--- config.mk ---
export PLATFORM = sky130hd
export DESIGN_NAME = vga_timing_gen
export DESIGN_NICKNAME = d
export VERILOG_FILES = /design/src/rtl/vga_timing_pkg.sv /design/src/rtl/vga_axis_counter.sv /design/src/rtl/vga_timing_gen.sv
export SDC_FILE = /design/constraint.sdc
export NUM_CORES = 1
export LEC_CHECK = 0
export BUFFER_PORTS_ARGS = -buffer_cell sky130_fd_sc_hd__buf_2
export CORE_ASPECT_RATIO = 0.5
export CORE_MARGIN = 5
export CORE_UTILIZATION = 45
export CTS_BUF_LIST = sky130_fd_sc_hd__clkbuf_4 sky130_fd_sc_hd__clkbuf_8 sky130_fd_sc_hd__clkbuf_16
export CTS_CLUSTER_SIZE = 30
export DETAILED_ROUTE_END_ITERATION = 16
export MAX_ROUTING_LAYER = met4
export PLACE_DENSITY = 0.7
export SLEW_MARGIN = 10
export SYNTH_ARGS = -nofsm -noshare
export SYNTH_HDL_FRONTEND = slang
export SYNTH_HIERARCHICAL = 1
export SYNTH_SLANG_ARGS = --single-unit
export TNS_END_PERCENT = 20
--- constraint.sdc ---
create_clock -name i_Clk -period 3 [get_ports i_Clk]
set_input_delay 0.45 -clock i_Clk [delete_from_list [all_inputs] [get_ports i_Clk]]
set_output_delay 0.45 -clock i_Clk [all_outputs]
set_load 0.03 [all_outputs]
--- src/rtl/vga_timing_pkg.sv ---
// Shared constants, FSM state type and sync-polarity encodings for the VGA raster timing generator.
package vga_timing_pkg;

    // Standard 640x480@60 raster
    localparam int unsigned STD_H_VISIBLE_AREA = 640;
    localparam int unsigned STD_H_FRONT_PORCH  = 16;
    localparam int unsigned STD_H_SYNC_PULSE   = 96;
    localparam int unsigned STD_H_BACK_PORCH   = 48;
    localparam int unsigned STD_V_VISIBLE_AREA = 480;
    localparam int unsigned STD_V_FRONT_PORCH  = 10;
    localparam int unsigned STD_V_SYNC_PULSE   = 2;
    localparam int unsigned STD_V_BACK_PORCH   = 33;
    localparam int unsigned STD_H_TOTAL = STD_H_VISIBLE_AREA + STD_H_FRONT_PORCH
                                        + STD_H_SYNC_PULSE + STD_H_BACK_PORCH;
    localparam int unsigned STD_V_TOTAL = STD_V_VISIBLE_AREA + STD_V_FRONT_PORCH
                                        + STD_V_SYNC_PULSE + STD_V_BACK_PORCH;

    // Values for the *_SYNC_ACTIVE_LOW parameters
    localparam bit SYNC_POL_HIGH = 1'b0;
    localparam bit SYNC_POL_LOW  = 1'b1;

    typedef enum logic [1:0] {
        IDLE  = 2'd0,
        RUN   = 2'd1,
        DRAIN = 2'd2
    } timing_state_t;

endpackage

--- src/rtl/vga_axis_counter.sv ---
// One raster axis: counts 0..TOTAL-1 on advance, wraps to 0, and flags the wrapping step.
module vga_axis_counter
    import vga_timing_pkg::*;
#(
    parameter int unsigned TOTAL = STD_H_TOTAL,
    parameter int unsigned WIDTH = 10
) (
    input  logic             i_Clk,
    input  logic             i_Rst,
    input  logic             advance,
    input  logic             clear,
    output logic [WIDTH-1:0] count,
    output logic             wrap
);

    assign wrap = advance && (count == WIDTH'(TOTAL - 1));

    always_ff @(posedge i_Clk) begin
        if (i_Rst || clear) begin
            count <= '0;
        end else if (advance) begin
            count <= wrap ? '0 : count + WIDTH'(1);
        end
    end

endmodule

--- src/rtl/vga_timing_gen.sv ---
// Parametrised VGA raster timing generator with pixel divider and frame-aligned enable.
// Optional VGA_TIMING_FRAME_CNT_EN adds a 16-bit o_Frame_Count output.
module vga_timing_gen
    import vga_timing_pkg::*;
#(
    parameter int unsigned H_VISIBLE_AREA    = STD_H_VISIBLE_AREA,
    parameter int unsigned H_FRONT_PORCH     = STD_H_FRONT_PORCH,
    parameter int unsigned H_SYNC_PULSE      = STD_H_SYNC_PULSE,
    parameter int unsigned H_BACK_PORCH      = STD_H_BACK_PORCH,
    parameter int unsigned V_VISIBLE_AREA    = STD_V_VISIBLE_AREA,
    parameter int unsigned V_FRONT_PORCH     = STD_V_FRONT_PORCH,
    parameter int unsigned V_SYNC_PULSE      = STD_V_SYNC_PULSE,
    parameter int unsigned V_BACK_PORCH      = STD_V_BACK_PORCH,
    parameter bit          H_SYNC_ACTIVE_LOW = SYNC_POL_HIGH,
    parameter bit          V_SYNC_ACTIVE_LOW = SYNC_POL_HIGH,
    parameter int unsigned PIXEL_DIV         = 1,
    parameter int unsigned COUNTER_WIDTH     = 10
) (
    input  logic                     i_Clk,
    input  logic                     i_Rst,
    input  logic                     i_Enable,
    output logic                     o_Running,
    output logic                     o_Pixel_En,
    output logic [COUNTER_WIDTH-1:0] o_H_Counter,
    output logic [COUNTER_WIDTH-1:0] o_V_Counter,
    output logic                     o_Visible,
    output logic                     o_VGA_HSync,
    output logic                     o_VGA_VSync,
    output logic                     o_Line_Start,
    output logic                     o_Frame_Start
`ifdef VGA_TIMING_FRAME_CNT_EN
    ,
    output logic [15:0]              o_Frame_Count
`endif
);

    localparam int unsigned H_TOTAL = H_VISIBLE_AREA + H_FRONT_PORCH + H_SYNC_PULSE + H_BACK_PORCH;
    localparam int unsigned V_TOTAL = V_VISIBLE_AREA + V_FRONT_PORCH + V_SYNC_PULSE + V_BACK_PORCH;
    localparam int unsigned H_SYNC_START = H_VISIBLE_AREA + H_FRONT_PORCH;
    localparam int unsigned H_SYNC_END   = H_SYNC_START + H_SYNC_PULSE;
    localparam int unsigned V_SYNC_START = V_VISIBLE_AREA + V_FRONT_PORCH;
    localparam int unsigned V_SYNC_END   = V_SYNC_START + V_SYNC_PULSE;
    localparam int unsigned DIV_W = (PIXEL_DIV > 1) ? $clog2(PIXEL_DIV) : 1;
    localparam logic H_SYNC_OFF = H_SYNC_ACTIVE_LOW;
    localparam logic H_SYNC_ON  = !H_SYNC_ACTIVE_LOW;
    localparam logic V_SYNC_OFF = V_SYNC_ACTIVE_LOW;
    localparam logic V_SYNC_ON  = !V_SYNC_ACTIVE_LOW;

    if (PIXEL_DIV < 1) begin : g_bad_pixel_div
        $error("vga_timing_gen: PIXEL_DIV must be at least 1");
    end
    if ((((H_TOTAL - 1) >> COUNTER_WIDTH) != 0) || (((V_TOTAL - 1) >> COUNTER_WIDTH) != 0)) begin : g_bad_width
        $error("vga_timing_gen: COUNTER_WIDTH too small for H_TOTAL-1 or V_TOTAL-1");
    end

    timing_state_t            state, state_d;
    logic [DIV_W-1:0]         div_cnt;
    logic [COUNTER_WIDTH-1:0] h_cnt, v_cnt;
    logic running, pix_last, h_adv, h_wrap, v_wrap, cnt_clear;
    logic pix_en_d, line_start_d, frame_start_d, visible_d, hsync_on_d, vsync_on_d;

    assign running   = (state != IDLE);
    assign pix_last  = (div_cnt == DIV_W'(PIXEL_DIV - 1));
    assign h_adv     = running && pix_last;
    assign cnt_clear = (state_d == IDLE);

    always_ff @(posedge i_Clk) begin
        if (i_Rst) begin
            state <= IDLE;
        end else begin
            state <= state_d;
        end
    end

    // Stopping is only allowed once the last pixel of the frame completes
    always_comb begin
        state_d = state;
        case (state)
            IDLE:    if (i_Enable) state_d = RUN;
            RUN:     if (!i_Enable) state_d = DRAIN;
            DRAIN: begin
                if (i_Enable) begin
                    state_d = RUN;
                end else if (v_wrap) begin
                    state_d = IDLE;
                end
            end
            default: state_d = IDLE;
        endcase
    end

    always_ff @(posedge i_Clk) begin
        if (i_Rst || cnt_clear) begin
            div_cnt <= '0;
        end else if (running) begin
            div_cnt <= pix_last ? '0 : div_cnt + DIV_W'(1);
        end
    end

    vga_axis_counter #(.TOTAL(H_TOTAL), .WIDTH(COUNTER_WIDTH)) u_h_counter (
        .i_Clk   (i_Clk),
        .i_Rst   (i_Rst),
        .advance (h_adv),
        .clear   (cnt_clear),
        .count   (h_cnt),
        .wrap    (h_wrap)
    );

    vga_axis_counter #(.TOTAL(V_TOTAL), .WIDTH(COUNTER_WIDTH)) u_v_counter (
        .i_Clk   (i_Clk),
        .i_Rst   (i_Rst),
        .advance (h_wrap),
        .clear   (cnt_clear),
        .count   (v_cnt),
        .wrap    (v_wrap)
    );

    always_comb begin
        pix_en_d      = running && (div_cnt == '0);
        line_start_d  = pix_en_d && (h_cnt == '0);
        frame_start_d = line_start_d && (v_cnt == '0);
        visible_d     = running && (32'(h_cnt) < H_VISIBLE_AREA) && (32'(v_cnt) < V_VISIBLE_AREA);
        hsync_on_d    = running && (32'(h_cnt) >= H_SYNC_START) && (32'(h_cnt) < H_SYNC_END);
        vsync_on_d    = running && (32'(v_cnt) >= V_SYNC_START) && (32'(v_cnt) < V_SYNC_END);
    end

    // Every output is taken from the same pre-edge counter snapshot, so they stay aligned
    always_ff @(posedge i_Clk) begin
        if (i_Rst) begin
            o_Running     <= 1'b0;
            o_Pixel_En    <= 1'b0;
            o_H_Counter   <= '0;
            o_V_Counter   <= '0;
            o_Visible     <= 1'b0;
            o_VGA_HSync   <= H_SYNC_OFF;
            o_VGA_VSync   <= V_SYNC_OFF;
            o_Line_Start  <= 1'b0;
            o_Frame_Start <= 1'b0;
        end else begin
            o_Running     <= running;
            o_Pixel_En    <= pix_en_d;
            o_H_Counter   <= h_cnt;
            o_V_Counter   <= v_cnt;
            o_Visible     <= visible_d;
            o_VGA_HSync   <= hsync_on_d ? H_SYNC_ON : H_SYNC_OFF;
            o_VGA_VSync   <= vsync_on_d ? V_SYNC_ON : V_SYNC_OFF;
            o_Line_Start  <= line_start_d;
            o_Frame_Start <= frame_start_d;
        end
    end

`ifdef VGA_TIMING_FRAME_CNT_EN
    logic first_frame_seen;

    // The first frame after leaving IDLE is not counted
    always_ff @(posedge i_Clk) begin
        if (i_Rst) begin
            o_Frame_Count    <= 16'd0;
            first_frame_seen <= 1'b0;
        end else if (state == IDLE) begin
            first_frame_seen <= 1'b0;
        end else if (frame_start_d) begin
            if (first_frame_seen) begin
                o_Frame_Count <= o_Frame_Count + 16'd1;
            end
            first_frame_seen <= 1'b1;
        end
    end
`endif

endmodule

==> metrics.md <==
| Metric | Value |
|---|---|
| Worst vdd rail ir drop | `0.000173 V` |
| Final Wtd Congestion | `0.890` |
| Number of antenna violations at the first check in global routing | `0` |
| Syn Inst Count | `192` |
| Source of the worst register-to-register timing path | `u_h_counter/count[0]` |
| Crit path required time | `3.16 ns` |
| CTS clk-pin slew, worst paths | `0.08 ns` |
| Top FF cell, synth | `sky130_fd_sc_hd__dfxtp_1` |
| Depth of the CTS H-tree | `2` |
| Highest metal layer with signal wires | `met4` |
| Switching part of the total power | `21.4%` |
| Global-route wire length before repair | `6560 um` |
| Final critical-path share of the clock period | `89.6%` |
| Launch point of the worst path | `u_h_counter/count[0]` |
| Pin count of the biggest net entering global routing | `29` |
| Post-layout nets | `230` |
| Net Count, Synth | `198` |
| Leak | `0.935 nW` |
| Reg2reg end | `u_h_counter/count[1]` |
| Share of flip-flops with an asynchronous set or reset after synthesis | `0%` |
| Switching power summed over all nets | `0.221 mW` |
| Root buffer cell | `sky130_fd_sc_hd__clkbuf_8` |
| Commonest non-fill, non-tap cell in the layout | `sky130_fd_sc_hd__dfxtp_1` |
| Number of cell instances on the worst register-to-register path | `12` |
| Final critical delay including setup and external delays | `2.69 ns` |
| Sequential share of power | `62.8%` |
| Overall Global Routing Usage | `14.6%` |
| Post-route ant nets | `0` |
| Area of the die | `5820 um^2` |
| Critical Path End Type | `flip-flop` |
| Number of filler instances in the final layout | `372` |
| Final Skew | `0.00858 ns` |
| Critical Path Sink | `u_h_counter/count[1]` |
| Sum of routed wire segments on met1 | `1860 um` |
| Wire length on met3 | `149 um` |
| Compound-Gate Fraction of Synth Area | `8.30%` |
| Total of warnings raised by yosys | `6` |
| Die H | `56.5 um` |
| Number of vias after detailed routing | `1441` |
| Diodes inserted | `0` |
| Post-synth EDFFs | `0` |
| Post-DR vias/cell | `5.22` |
| TritonCTS clock tree | `yes` |
| Worst relative slew slack | `67.0%` |
| Core utilization of the finished layout | `54.7%` |
| Die Width | `103 um` |
| Met2 routed WL | `1790 um` |
| Placement Rows | `16` |
| WP data arrival | `2.85 ns` |
| Initial core utilization | `48.3%` |
| Post-Route WL | `3860 um` |
| Wire per inst | `14.0 um` |
| Number of design rule violations left after detail routing | `0` |
| Post-route setup slack | `0.311 ns` |
| Reg-to-reg slack, setup | `0.31 ns` |
| Count of clock tree sinks | `48` |
| Number of global-route vias before repair | `1387` |
| Maximum fanout along the worst path | `8` |
| Post-layout instance area | `2200 um^2` |
| Synth Area in XOR/XNOR | `4.95%` |
| Max-cap viol count | `0` |
| Final sum of negative setup slack | `0 ns` |
| Internal power | `0.810 mW` |
| Final Hold Vio Count | `0` |
| Worst setup path class | `flip-flop to flip-flop` |
| Clock Tree Buf Depth | `2` |
| Simple-gate share of the synthesized area | `31.4%` |
| Outcome | `completed` |
| Cell area after synthesis | `1940 um^2` |
| Worst setup SP type | `flip-flop` |
| Power density over cell area | `469 nW/um^2` |
| Total setup buffers inserted after CTS | `0` |
| Number of CTS-inserted buffers | `5` |
| CTS resizes | `0` |
| Portion of the post-synthesis area used by sequential elements | `49.4%` |
| Area overhead of the layout relative to synthesis | `13.1%` |
| Violation count after the first detailed-routing iteration | `37` |
| Unrepaired setup endpoints after global routing | `no` |
| Highest attainable clock frequency | `0.372 GHz` |
| First-pass DRT Iterations | `5` |
| Clk_lat worst skew | `0.29 ns` |
| Number of distinct library cells after synthesis | `47` |
| Cell area after placement | `2130 um^2` |
| Total power | `1.03 mW` |
| Top library cells by usage in the layout, fill and taps aside | `sky130_fd_sc_hd__dfxtp_1 (48), sky130_fd_sc_hd__buf_2 (29), sky130_fd_sc_hd__nor2_1 (16), sky130_fd_sc_hd__and2b_1 (12)` |
| Adder-cell share of the synthesized area | `1.93%` |
| Hold Buf Count CTS | `0` |
| Mux cell area share after synthesis | `0.515%` |
| Worst hold-check path type | `primary input to flip-flop` |
| Clock network fraction of design power | `32.2%` |
| Number of input and output port buffers inserted | `29` |
| Combinational fraction of design power | `5.0%` |
| #FFs+latches synth | `48` |
| Top-Level Pins | `30` |
| Mean area per synthesized cell | `10.1 um^2` |
| Core Footprint | `4020 um^2` |
| Count of final max-slew check failures | `0` |
| Fraction of layout instances using a drive strength above 1 | `24.3%` |
| Final setup violation count | `0` |
| Final HPWL DP | `2720 um` |
| Global-route congestion overflow total | `0` |
| Setup Slack @ Placement | `0.316 ns` |
| Worst-Margin Slew | `0.494 ns` |
| Combinational family with the most area after synthesis | `simple AND/OR/NAND/NOR gates` |
## through the flow
| step | std cells | hold WS, ns |
|---|---|---|
| 2_1_floorplan | 192 | 0.503 |
| 3_3_place_gp | 271 | 0.522 |
| 3_5_place_dp | 271 | 0.538 |
| 4_1_cts | 276 | 0.350 |
| 5_1_grt | 276 | 0.340 |
| 6_report | 276 | 0.358 |
## routing by layer
metal / vias to the layer above / GRT usage (%)
met5: - / -
met4: 0 / 5.90
met3: 6 / 3.83
met2: 27 / 21.7
met1: 680 / 18.8
li1: 728 / -
## power by group through the flow
stage	Clock [mW]	Combinational [mW]	Sequential, mW
floorplan	0	0.0311	0.669
global placement	0	0.0513	0.662
detailed placement	0	0.0517	0.662
CTS	0.345	0.0519	0.647
global route	0.371	0.0565	0.648
finish	0.332	0.0514	0.647
## sequential cells by signal, indices dropped and copies added (netlist names), 2 cells and up
| register | cells |
|---|---|
| o_H_Counter | 10 |
| o_V_Counter | 10 |
| u_h_counter/count | 10 |
| u_v_counter/count | 10 |
| state | 2 |
## layout make-up
type / instances / area [um^2] / area share, %
inverters: 9 / 33.8 / 1.54
multi-input cells: 130 / 916 / 41.6
clock buffers: 5 / 68.8 / 3.13
flip-flops and latches: 48 / 961 / 43.7
well taps: 54 / 67.6 / 3.07
repair buffers: 30 / 153 / 6.94
## worst min path at each step
stage | startpoint | end | slack (ns) | depth (start not counted)
detailed placement | state[0] | state[0] | 0.54 | 1
global route | i_Enable | state[1] | 0.34 | 2
global placement | state[0] | state[0] | 0.52 | 1
finish | i_Enable | state[1] | 0.36 | 2
floorplan | state[0] | state[0] | 0.50 | 1
CTS | i_Enable | state[1] | 0.35 | 2
## cells by family after synthesis
group	Yosys count
simple gates	94
flops	48
compound gates	21
buf+inv	14
xor+xnor	11
fa+ha+maj	3
mux	1
## Yosys cell counts, types with 2 or more instances
library cell               number  area, um^2
sky130_fd_sc_hd__nand3_1        4        20.0
sky130_fd_sc_hd__ha_1           3        37.5
sky130_fd_sc_hd__o31ai_1        2        15.0
sky130_fd_sc_hd__and2b_1       12        90.1
sky130_fd_sc_hd__o21ai_0        5        25.0
sky130_fd_sc_hd__nand4_1        9        56.3
sky130_fd_sc_hd__buf_4          2        15.0
sky130_fd_sc_hd__nor3_2         2        20.0
sky130_fd_sc_hd__nor3_1         8        40.0
sky130_fd_sc_hd__inv_1          9        33.8
sky130_fd_sc_hd__a31oi_1        2        12.5
sky130_fd_sc_hd__or2_2          2        12.5
sky130_fd_sc_hd__xor2_1         8        70.1
sky130_fd_sc_hd__a21oi_1        5        25.0
sky130_fd_sc_hd__nor2_1        16        60.1
sky130_fd_sc_hd__nor4_1         3        18.8
sky130_fd_sc_hd__nor2b_1        9        56.3
sky130_fd_sc_hd__nand2_1        8        30.0
sky130_fd_sc_hd__dfxtp_1       48         961
sky130_fd_sc_hd__or3_1          4        25.0
sky130_fd_sc_hd__xnor2_1        3        26.3
sky130_fd_sc_hd__a211oi_1       2        15.0
sky130_fd_sc_hd__clkbuf_1       2        7.51
## critical path, cell delays in order, from the launching register on
cell,delay [ns]
sky130_fd_sc_hd__dfxtp_1,0.46
sky130_fd_sc_hd__ha_1,0.28
sky130_fd_sc_hd__inv_1,0.11
sky130_fd_sc_hd__nor4_1,0.44
sky130_fd_sc_hd__and3_2,0.31
sky130_fd_sc_hd__nand3_1,0.13
sky130_fd_sc_hd__inv_1,0.08
sky130_fd_sc_hd__inv_1,0.05
sky130_fd_sc_hd__a21oi_1,0.11
sky130_fd_sc_hd__o21a_1,0.22
sky130_fd_sc_hd__nor2_1,0.12
sky130_fd_sc_hd__o41ai_4,0.13
sky130_fd_sc_hd__o32ai_1,0.13
(Power assumes the default switching activity.)
